===== config.mk =====
export PLATFORM = sky130hd
export DESIGN_NAME = tdc_seq_ctrl
export DESIGN_NICKNAME = d
export VERILOG_FILES = /design/src/rtl/tdc_seq_ctrl.sv
export SDC_FILE = /design/constraint.sdc
export NUM_CORES = 1
export LEC_CHECK = 0
export ABC_AREA = 1
export BUFFER_PORTS_ARGS = -buffer_cell sky130_fd_sc_hd__buf_2
export CORE_AREA = 3 3 224 116
export CTS_BUF_LIST = sky130_fd_sc_hd__clkbuf_4 sky130_fd_sc_hd__clkbuf_8 sky130_fd_sc_hd__clkbuf_16
export CTS_CLUSTER_DIAMETER = 100
export DETAILED_ROUTE_END_ITERATION = 7
export DIE_AREA = 0 0 227 119
export PLACE_DENSITY = 0.52
export SETUP_SLACK_MARGIN = 0.4
export SLEW_MARGIN = 20
export SYNTH_ARGS = -nofsm -noshare
export SYNTH_HDL_FRONTEND = slang
export SYNTH_SLANG_ARGS = --single-unit

===== constraint.sdc =====
create_clock -name clk -period 15.3 [get_ports clk]
set_clock_uncertainty 0.1 [all_clocks]
set_input_delay 3.06 -clock clk [delete_from_list [all_inputs] [get_ports clk]]
set_output_delay 3.06 -clock clk [all_outputs]
set_load 0.05 [all_outputs]

===== src/rtl/tdc_seq_ctrl.sv =====
`default_nettype none
// ============================================================================
// Module   : tdc_seq_ctrl
// Brief    : Walks the TDC7200 command ROM, drives a byte-wide SPI master and
//            returns TIME1/CALIB1/CALIB2 after each measurement request.
// Revision : 1.0 - initial release
// ============================================================================
module tdc_seq_ctrl #(
    parameter logic [4:0]  CFG_LAST   = 5'd17,
    parameter logic [4:0]  START_ADDR = 5'd18,
    parameter logic [4:0]  READ_BASE  = 5'd20,
    parameter logic [15:0] TIMEOUT    = 16'd50000,
    parameter logic [2:0]  CS_GAP     = 3'd4
) (
    input  logic        clk,
    input  logic        rst,
    output logic [5:0]  rom_addr,
    input  logic [7:0]  rom_data,
    output logic        spi_start,
    output logic [7:0]  spi_tx,
    input  logic        spi_busy,
    input  logic        spi_new_data,
    input  logic [7:0]  spi_rx,
    output logic        tdc_csn,
    input  logic        tdc_intb,
    input  logic        meas_req,
    output logic        init_done,
    output logic        busy,
    output logic [23:0] time1,
    output logic [23:0] calib1,
    output logic [23:0] calib2,
    output logic        result_valid,
    output logic        timeout
);

    typedef enum logic [2:0] {
        ST_INIT     = 3'd0,
        ST_FETCH    = 3'd1,
        ST_SEND     = 3'd2,
        ST_WAITB    = 3'd3,
        ST_GAP      = 3'd4,
        ST_READY    = 3'd5,
        ST_WAIT_INT = 3'd6,
        ST_DONE     = 3'd7
    } state_t;

    localparam logic [1:0]  c_PH_INIT  = 2'd0;
    localparam logic [1:0]  c_PH_START = 2'd1;
    localparam logic [1:0]  c_PH_READ  = 2'd2;
    localparam logic [5:0]  c_CFG_END  = {1'b0, CFG_LAST};
    localparam logic [5:0]  c_START    = {1'b0, START_ADDR};
    localparam logic [5:0]  c_READ     = {1'b0, READ_BASE};
    localparam logic [5:0]  c_ROM_TOP  = 6'd31;
    localparam logic [2:0]  c_GAP_LAST = CS_GAP - 3'd1;
    localparam logic [15:0] c_TO_LAST  = TIMEOUT - 16'd1;

    state_t      r_state;
    logic [1:0]  r_phase;
    logic [1:0]  r_byte_idx;
    logic [1:0]  r_read_idx;
    logic [2:0]  r_gap_cnt;
    logic [15:0] r_wait_cnt;
    logic [23:0] r_sh_time1;
    logic [23:0] r_sh_calib1;
    logic [23:0] r_sh_calib2;

    logic w_is_read;
    logic w_last_byte;

    assign w_is_read   = (r_phase == c_PH_READ);
    assign w_last_byte = (r_byte_idx == (w_is_read ? 2'd3 : 2'd1));

    always_ff @(posedge clk or posedge rst) begin
        if (rst) begin
            r_state      <= ST_GAP;
            r_phase      <= c_PH_INIT;
            r_byte_idx   <= 2'd0;
            r_read_idx   <= 2'd0;
            r_gap_cnt    <= 3'd0;
            r_wait_cnt   <= 16'd0;
            r_sh_time1   <= 24'd0;
            r_sh_calib1  <= 24'd0;
            r_sh_calib2  <= 24'd0;
            rom_addr     <= 6'd0;
            spi_start    <= 1'b0;
            spi_tx       <= 8'd0;
            tdc_csn      <= 1'b1;
            init_done    <= 1'b0;
            busy         <= 1'b0;
            time1        <= 24'd0;
            calib1       <= 24'd0;
            calib2       <= 24'd0;
            result_valid <= 1'b0;
            timeout      <= 1'b0;
        end else begin
            spi_start    <= 1'b0;
            result_valid <= 1'b0;
            timeout      <= 1'b0;
            case (r_state)
                ST_INIT: begin
                    r_byte_idx <= 2'd0;
                    tdc_csn    <= 1'b0;
                    r_state    <= ST_FETCH;
                end
                ST_FETCH: begin
                    r_state <= ST_SEND;
                end
                ST_SEND: begin
                    if (!spi_busy) begin
                        spi_start <= 1'b1;
                        spi_tx    <= rom_data;
                        r_state   <= ST_WAITB;
                    end
                end
                ST_WAITB: begin
                    if (spi_new_data) begin
                        // Byte 1 of a read is the command echo; bytes 2..4 carry data MSB first.
                        if (w_is_read && (r_byte_idx != 2'd0)) begin
                            case (r_read_idx)
                                2'd0:    r_sh_time1  <= {r_sh_time1[15:0], spi_rx};
                                2'd1:    r_sh_calib1 <= {r_sh_calib1[15:0], spi_rx};
                                default: r_sh_calib2 <= {r_sh_calib2[15:0], spi_rx};
                            endcase
                        end
                        if (rom_addr < c_ROM_TOP) begin
                            rom_addr <= rom_addr + 6'd1;
                        end
                        if (w_last_byte) begin
                            tdc_csn   <= 1'b1;
                            r_gap_cnt <= 3'd0;
                            r_state   <= ST_GAP;
                            if (w_is_read) begin
                                r_read_idx <= r_read_idx + 2'd1;
                            end
                        end else begin
                            r_byte_idx <= r_byte_idx + 2'd1;
                            r_state    <= ST_FETCH;
                        end
                    end
                end
                ST_GAP: begin
                    if (r_gap_cnt == c_GAP_LAST) begin
                        case (r_phase)
                            c_PH_INIT: begin
                                if (rom_addr > c_CFG_END) begin
                                    init_done <= 1'b1;
                                    rom_addr  <= c_START;
                                    r_state   <= ST_READY;
                                end else begin
                                    r_state <= ST_INIT;
                                end
                            end
                            c_PH_START: begin
                                r_wait_cnt <= 16'd0;
                                r_state    <= ST_WAIT_INT;
                            end
                            default: begin
                                if (r_read_idx == 2'd3) begin
                                    r_state <= ST_DONE;
                                end else begin
                                    r_byte_idx <= 2'd0;
                                    tdc_csn    <= 1'b0;
                                    r_state    <= ST_FETCH;
                                end
                            end
                        endcase
                    end else begin
                        r_gap_cnt <= r_gap_cnt + 3'd1;
                    end
                end
                ST_READY: begin
                    if (meas_req) begin
                        busy       <= 1'b1;
                        r_phase    <= c_PH_START;
                        r_byte_idx <= 2'd0;
                        tdc_csn    <= 1'b0;
                        r_state    <= ST_FETCH;
                    end
                end
                ST_WAIT_INT: begin
                    // INTB is tested first so it wins over a coincident terminal count.
                    if (!tdc_intb) begin
                        r_phase    <= c_PH_READ;
                        r_read_idx <= 2'd0;
                        r_byte_idx <= 2'd0;
                        rom_addr   <= c_READ;
                        tdc_csn    <= 1'b0;
                        r_state    <= ST_FETCH;
                    end else if (r_wait_cnt == c_TO_LAST) begin
                        timeout  <= 1'b1;
                        busy     <= 1'b0;
                        rom_addr <= c_START;
                        r_state  <= ST_READY;
                    end else begin
                        r_wait_cnt <= r_wait_cnt + 16'd1;
                    end
                end
                ST_DONE: begin
                    time1        <= r_sh_time1;
                    calib1       <= r_sh_calib1;
                    calib2       <= r_sh_calib2;
                    result_valid <= 1'b1;
                    busy         <= 1'b0;
                    rom_addr     <= c_START;
                    r_state      <= ST_READY;
                end
                default: begin
                    r_state <= ST_GAP;
                end
            endcase
        end
    end

endmodule
`default_nettype wire


==> flow_metrics.tcl, run 1 <==
set metrics [dict create \
    yosysTopAreaCell "dfrtp_1" \
    synth_edf_count 0 \
    rsz0062_at_grt "false" \
    viasPerCell 4.57 \
    fin_cells 1394 \
    r2r_slack_ns 12.08 \
    start_kind "input pin" \
    slowest_delay_ns 0.75 \
    die_w_um 227 \
    dpl-instance-area_um2 9170 \
    start_util_pct 35.1 \
    insertion_delay_ns 0.44 \
    drv_cap 0 \
    drtIter0Drc 472 \
    hp-start "tdc_csn$_DFFE_PP1P_" \
    worst_pin_slew_ns 0.882 \
    yosys-top-cells-area "dfrtp_1 (56%), nand2_1 (15%), o21ai_0 (6.2%)" \
    cts.sinks 192 \
    crit_start "spi_new_data" \
    powerDensity_nw_per_um2 157 \
    design.core.area_um2 24000 \
    setup_viol 0 \
    area_growth_pct 16.3 \
    antenna_found_initial 0 \
    wl_per_cell_um 13.8 \
    final_max_slew_viol_count 0 \
    syn_avg_cell_area_um2 8.71 \
    power_uw 1530 \
    fillers 2437 \
    netlist_area_um2 8420 \
    critPathKind "in2reg" \
    num_vias 6376 \
    relSlewSlack_pct 41.1 \
    drc 0 \
    netlist.area_leader.share_pct 56.4 \
    post-cts-setup-buffers 0 \
    p_leak_uw 0.00496 \
    status "finished, final reports clean" \
    cts_tree "done" \
    ir_drop_v 0.0000594 \
    layout.nets 1099 \
    crit_arrival_ns 4.77 \
    yosysUniqueCellTypes 36 \
    root_buffer "clkbuf_16" \
    fmax_mhz 220 \
    ys_seq_area_share_pct 57.1 \
    port_buffers 113 \
    grt_util_all_layers_pct 14.8 \
    gp_congestion 0.817 \
    crit_chain "buf_2 > inv_1 > nor3_2 > nand3_2 > o21ai_0" \
    async_flop_share_pct 100 \
    finalInstanceArea_um2 9800 \
    hpwl_um 13000 \
    fin_crit_ns 4.55 \
    grt_max_degree 144 \
    crit_family "simple AND/OR/NAND/NOR gates" \
    cts_buffers 17 \
    ys_warn_count 0 \
    wl_um 19200 \
    clkTransAtPathRegs_ns 0.07 \
    synth_ff_type "dfrtp_1" \
    num_antenna_cells 0 \
    num_io_pins 114 \
    path_max_fanout 48 \
    endpoint_kind "register" \
    grt_pass1_vias 6126 \
    cp_slowest_cell "nand3_2" \
    drive_gt1_share_pct 17.3 \
    ys_seq_elements 192 \
    whs_ns 0.363 \
    drtPass1Iterations 4 \
    cts-hold-fix-buffers 0 \
    finalCritPeriodShare_pct 29.7 \
    drtAntennaViolNets 0 \
    setup_tns_ns 0 \
    cp.required_ns 15.53 \
    hold_viol 0 \
    rr_startpoint "r_state[2]$_DFFE_PP1P_" \
    rows 40 \
    syn_nets 999 \
    die_h_um 119 \
    cts_resized 0 \
    gr-total-overflow 0 \
    cts_buffer_depth 2 \
    synthCells 967 \
    htree_levels 4 \
    hold_path.class "reg2reg" \
    grt_pass1_wl_um 32000 \
    dpl.cell_count 1362 \
    dieArea_um2 27000 \
    path_buf_inv 2 \
]
cells by family (layout without fill, tap and decap cells):
group | after synthesis | count (layout) | synth area share [%]
simple gates | 462 | 462 | 23.3
buf+inv | 141 | 253 | 7.62
flops | 192 | 192 | 57.1
fa+ha+maj | 10 | 10 | 1.49
compound gates | 155 | 155 | 9.83
xor+xnor | 7 | 7 | 0.728
cells in the mapped netlist (2+ instances only):
| cell type | instances |
|---|---|
| nand3_2 | 3 |
| a21oi_1 | 10 |
| o21ai_2 | 12 |
| ha_1 | 10 |
| nor3_1 | 3 |
| o21ai_1 | 26 |
| nor2_2 | 3 |
| nand2_1 | 339 |
| inv_1 | 102 |
| xor2_1 | 6 |
| inv_2 | 3 |
| nor2_8 | 3 |
| buf_6 | 12 |
| buf_2 | 10 |
| clkbuf_1 | 10 |
| buf_4 | 2 |
| nand4_1 | 7 |
| nand3_1 | 37 |
| dfrtp_1 | 190 |
| nand2_2 | 2 |
| o21ai_0 | 104 |
| nor2_1 | 52 |
| nor2_4 | 4 |
| dfstp_2 | 2 |
| nand2_4 | 4 |
through the flow:
stage                     setup WS, ns  util (%)
after global placement           10.36      38.2
after detailed placement         10.29      38.2
after global routing             10.42      40.9
final                            10.75      40.9
after floorplan                   6.92         -
after CTS                        10.74      40.8
area by class of cell:
class | instances | area (um2) | area share (%)
well taps | 315 | 394 | 4.02
inverters | 106 | 409 | 4.18
repair buffers | 116 | 608 | 6.21
clock inverters | 9 | 121 | 1.24
flip-flops and latches | 192 | 4810 | 49.1
clock buffers | 22 | 482 | 4.92
multi-input cells | 634 | 2980 | 30.4
tightest hold or removal path, cell delays in order, from the launching register on:
cell	delay (ns)
dfstp_2	0.37
nand2_1	0.05
nand2_1	0.04
registers in the layout (all words and copies together), names as in the netlist, 2 cells and up:
register	flops
calib1	24
calib2	24
r_byte_idx	2
r_gap_cnt	3
r_phase	2
r_read_idx	2
r_sh_calib1	24
r_sh_calib2	24
r_sh_time1	24
r_state	3
r_wait_cnt	16
rom_addr	6
spi_tx	8
time1	24
where the power goes:
| part | internal [uW] | leakage, uW | switching (uW) |
|---|---|---|---|
| sequential | 586 | 0.00263 | 64.3 |
| clock | 260 | 0.000298 | 202 |
| combinational | 110 | 0.00203 | 313 |
worst paths after layout:
kind / endpoint / cells after the start
hold / removal: tdc_csn$_DFFE_PP1P_ / 2
min in group asynchronous: spi_tx[0]$_DFFE_PP0P_ / 2
setup reg to reg: time1[11]$_DFFE_PP0P_ / 6
hold reg to reg: tdc_csn$_DFFE_PP1P_ / 2
setup / recovery: r_sh_calib2[15]$_DFFE_PP0P_ / 5
max in group asynchronous: r_sh_time1[16]$_DFFE_PP0P_ / 4
layout by cell type (no fill, tap or decap), drive strengths merged:
cell and instances:
a21oi 10, clkinv 3, xnor2 1, nand4 7, and2 1, nand2 345
nor3 4, nor3b 1, clkinvlp 1, clkbuf 22, o211ai 1, o21ai 142
xor2 6, o21bai 1, nor2 62, nand3 40, bufinv 2, or2 1
inv 109, a21boi 1, buf 116, dfstp 2, nand3b 1, dfrtp 190
ha 10
metal layers:
metal / vias up / track usage [%] / wire [um]
li1: 3241 / - / -
met1: 3046 / 20.2 / 9140
met2: 68 / 23.6 / 9150
met3: 21 / 3.37 / 608
met4: 0 / 4.54 / 318
met5: - / 0 / 0
Note: power is estimated with default switching activity, not from simulation.
==> run 2: changes to the inputs <==
==> constraint.sdc (replaced) <==
create_clock -name clk -period 4.47 [get_ports clk]
set_clock_uncertainty 0.1 [all_clocks]
set_input_delay 0.894 -clock clk [delete_from_list [all_inputs] [get_ports clk]]
set_output_delay 0.894 -clock clk [all_outputs]
set_load 0.05 [all_outputs]
==> run 2 against run 1 <==
Net effect:
- wire length down 0.59%
- sequential cell count unchanged
- combinational power rose to 3.4 times the previous value
- via count about the same
- critical path type is now reg2reg
- critical endpoint is now r_sh_calib2[10]$_DFFE_PP0P_
- largest cell class unchanged
- largest power group unchanged
==> flow_metrics.tcl, run 2 (synthesis gave the netlist of run 1 again) <==
set metrics [dict create \
    area_growth_pct 16.6 \
    multiInputGateArea_um2 2980 \
    port_buffers 113 \
    cts_tree "done" \
    die_h_um 119 \
    final_common_cell "nand2_1" \
    crit_start "r_byte_idx[0]$_DFFE_PP0P_" \
    clkTransAtPathRegs_ns 0.07 \
    seq_area_um2 4810 \
    rows 40 \
    powerDensity_nw_per_um2 537 \
    fillers 2426 \
    status "finished, final reports clean" \
    dieArea_um2 27000 \
    hpwl_um 13100 \
    hold_viol 0 \
    num_vias 6380 \
    cts.sinks 192 \
    rsz0062_at_grt "false" \
    design.core.area_um2 24000 \
    cts_buffer_depth 2 \
    drv_cap 0 \
    drtIter0Drc 374 \
    crit_arrival_ns 2.69 \
    htree_levels 4 \
    ir_drop_v 0.000262 \
    cts_resized 0 \
    gr-total-overflow 0 \
    drc 0 \
    endpoint_kind "register" \
    antenna_found_initial 0 \
    grt_pass1_vias 6244 \
    hold_path.class "reg2reg" \
    rr_startpoint "r_byte_idx[0]$_DFFE_PP0P_" \
    root_buffer "clkbuf_16" \
    relSlewSlack_pct 40.3 \
    hp-start "tdc_csn$_DFFE_PP1P_" \
    critPathKind "reg2reg" \
    final_max_slew_viol_count 0 \
    start_kind "register" \
    setup_viol 0 \
    wl_per_cell_um 13.7 \
    die_w_um 227 \
    grt_pass1_wl_um 32400 \
    p_leak_uw 0.00496 \
    layout.nets 1100 \
    insertion_delay_ns 0.44 \
    post-cts-setup-buffers 0 \
    setup_tns_ns 0 \
    finalCritPeriodShare_pct 55.2 \
    path_max_fanout 48 \
    gp_congestion 0.835 \
    mostFrequentLayoutCells "nand2_1 (339), dfrtp_1 (190), buf_2 (113)" \
    wl_um 19100 \
    drive_gt1_share_pct 17.5 \
    num_io_pins 114 \
    fin_ws_ns 2.00 \
    grt_max_degree 123 \
    start_util_pct 35.1 \
    cts-hold-fix-buffers 0 \
    num_antenna_cells 0 \
    drtAntennaViolNets 0 \
    viasPerCell 4.57 \
    grt_util_all_layers_pct 15.0 \
    fmax_mhz 406 \
    fin_crit_ns 2.47 \
    cp.required_ns 4.69 \
    drtPass1Iterations 4 \
    cts_buffers 17 \
    worst_pin_slew_ns 0.895 \
    post-place-ws_ns 1.60 \
]
## run 2: per-stage QoR
stage               utilization [%]  cell area, um2  power, uW  cells  hold WS [ns]
detailed placement             38.4            9200       3720   1364         0.356
CTS                            41.0            9820       5350   1396         0.368
global placement               38.4            9200       3700   1364         0.350
floorplan                         -            8430       3350    967         0.346
finish                         41.0            9830       5280   1396         0.362
global route                   41.0            9830       5620   1396         0.376
## run 2: final cells by class
cell class / count / area share (%)
flip-flops and latches: 192 / 48.9
multi-input cells: 634 / 30.3
repair buffers: 117 / 6.35
clock buffers: 19 / 4.55
inverters: 106 / 4.13
well taps: 315 / 4.01
clock inverters: 13 / 1.77
## run 2: worst max-delay path, cell delays in order, from the launching register on
cell and delay, ns:
dfrtp_1 0.37, inv_1 0.07, ha_1 0.21, nor3_2 0.35, nand3_2 0.76, o21ai_0 0.46
## run 2: worst paths after layout
path	slack, ns	cells past startpoint	to
max	2.00	5	r_sh_calib2[10]$_DFFE_PP0P_
min	0.36	2	tdc_csn$_DFFE_PP1P_
max reg2reg	2.00	5	r_sh_calib2[10]$_DFFE_PP0P_
min reg2reg	0.36	2	tdc_csn$_DFFE_PP1P_
max in group asynchronous	2.87	3	r_sh_calib1[10]$_DFFE_PP0P_
min in group asynchronous	0.45	2	spi_tx[0]$_DFFE_PP0P_
## run 2: routing by layer
layer	share of wire, %	wire [um]	GRT usage, %
met1	47	9070	20.5
met2	48	9210	23.9
met3	3.3	634	3.57
met4	0.95	182	3.87
met5	0	0	0
## run 2: where the power goes
part / switching (uW) / total, uW / internal [uW]
Clock: 730 / 1600 / 871
Sequential: 219 / 2220 / 2000
Combinational: 1070 / 1450 / 381
Total: 2020 / 5280 / 3260
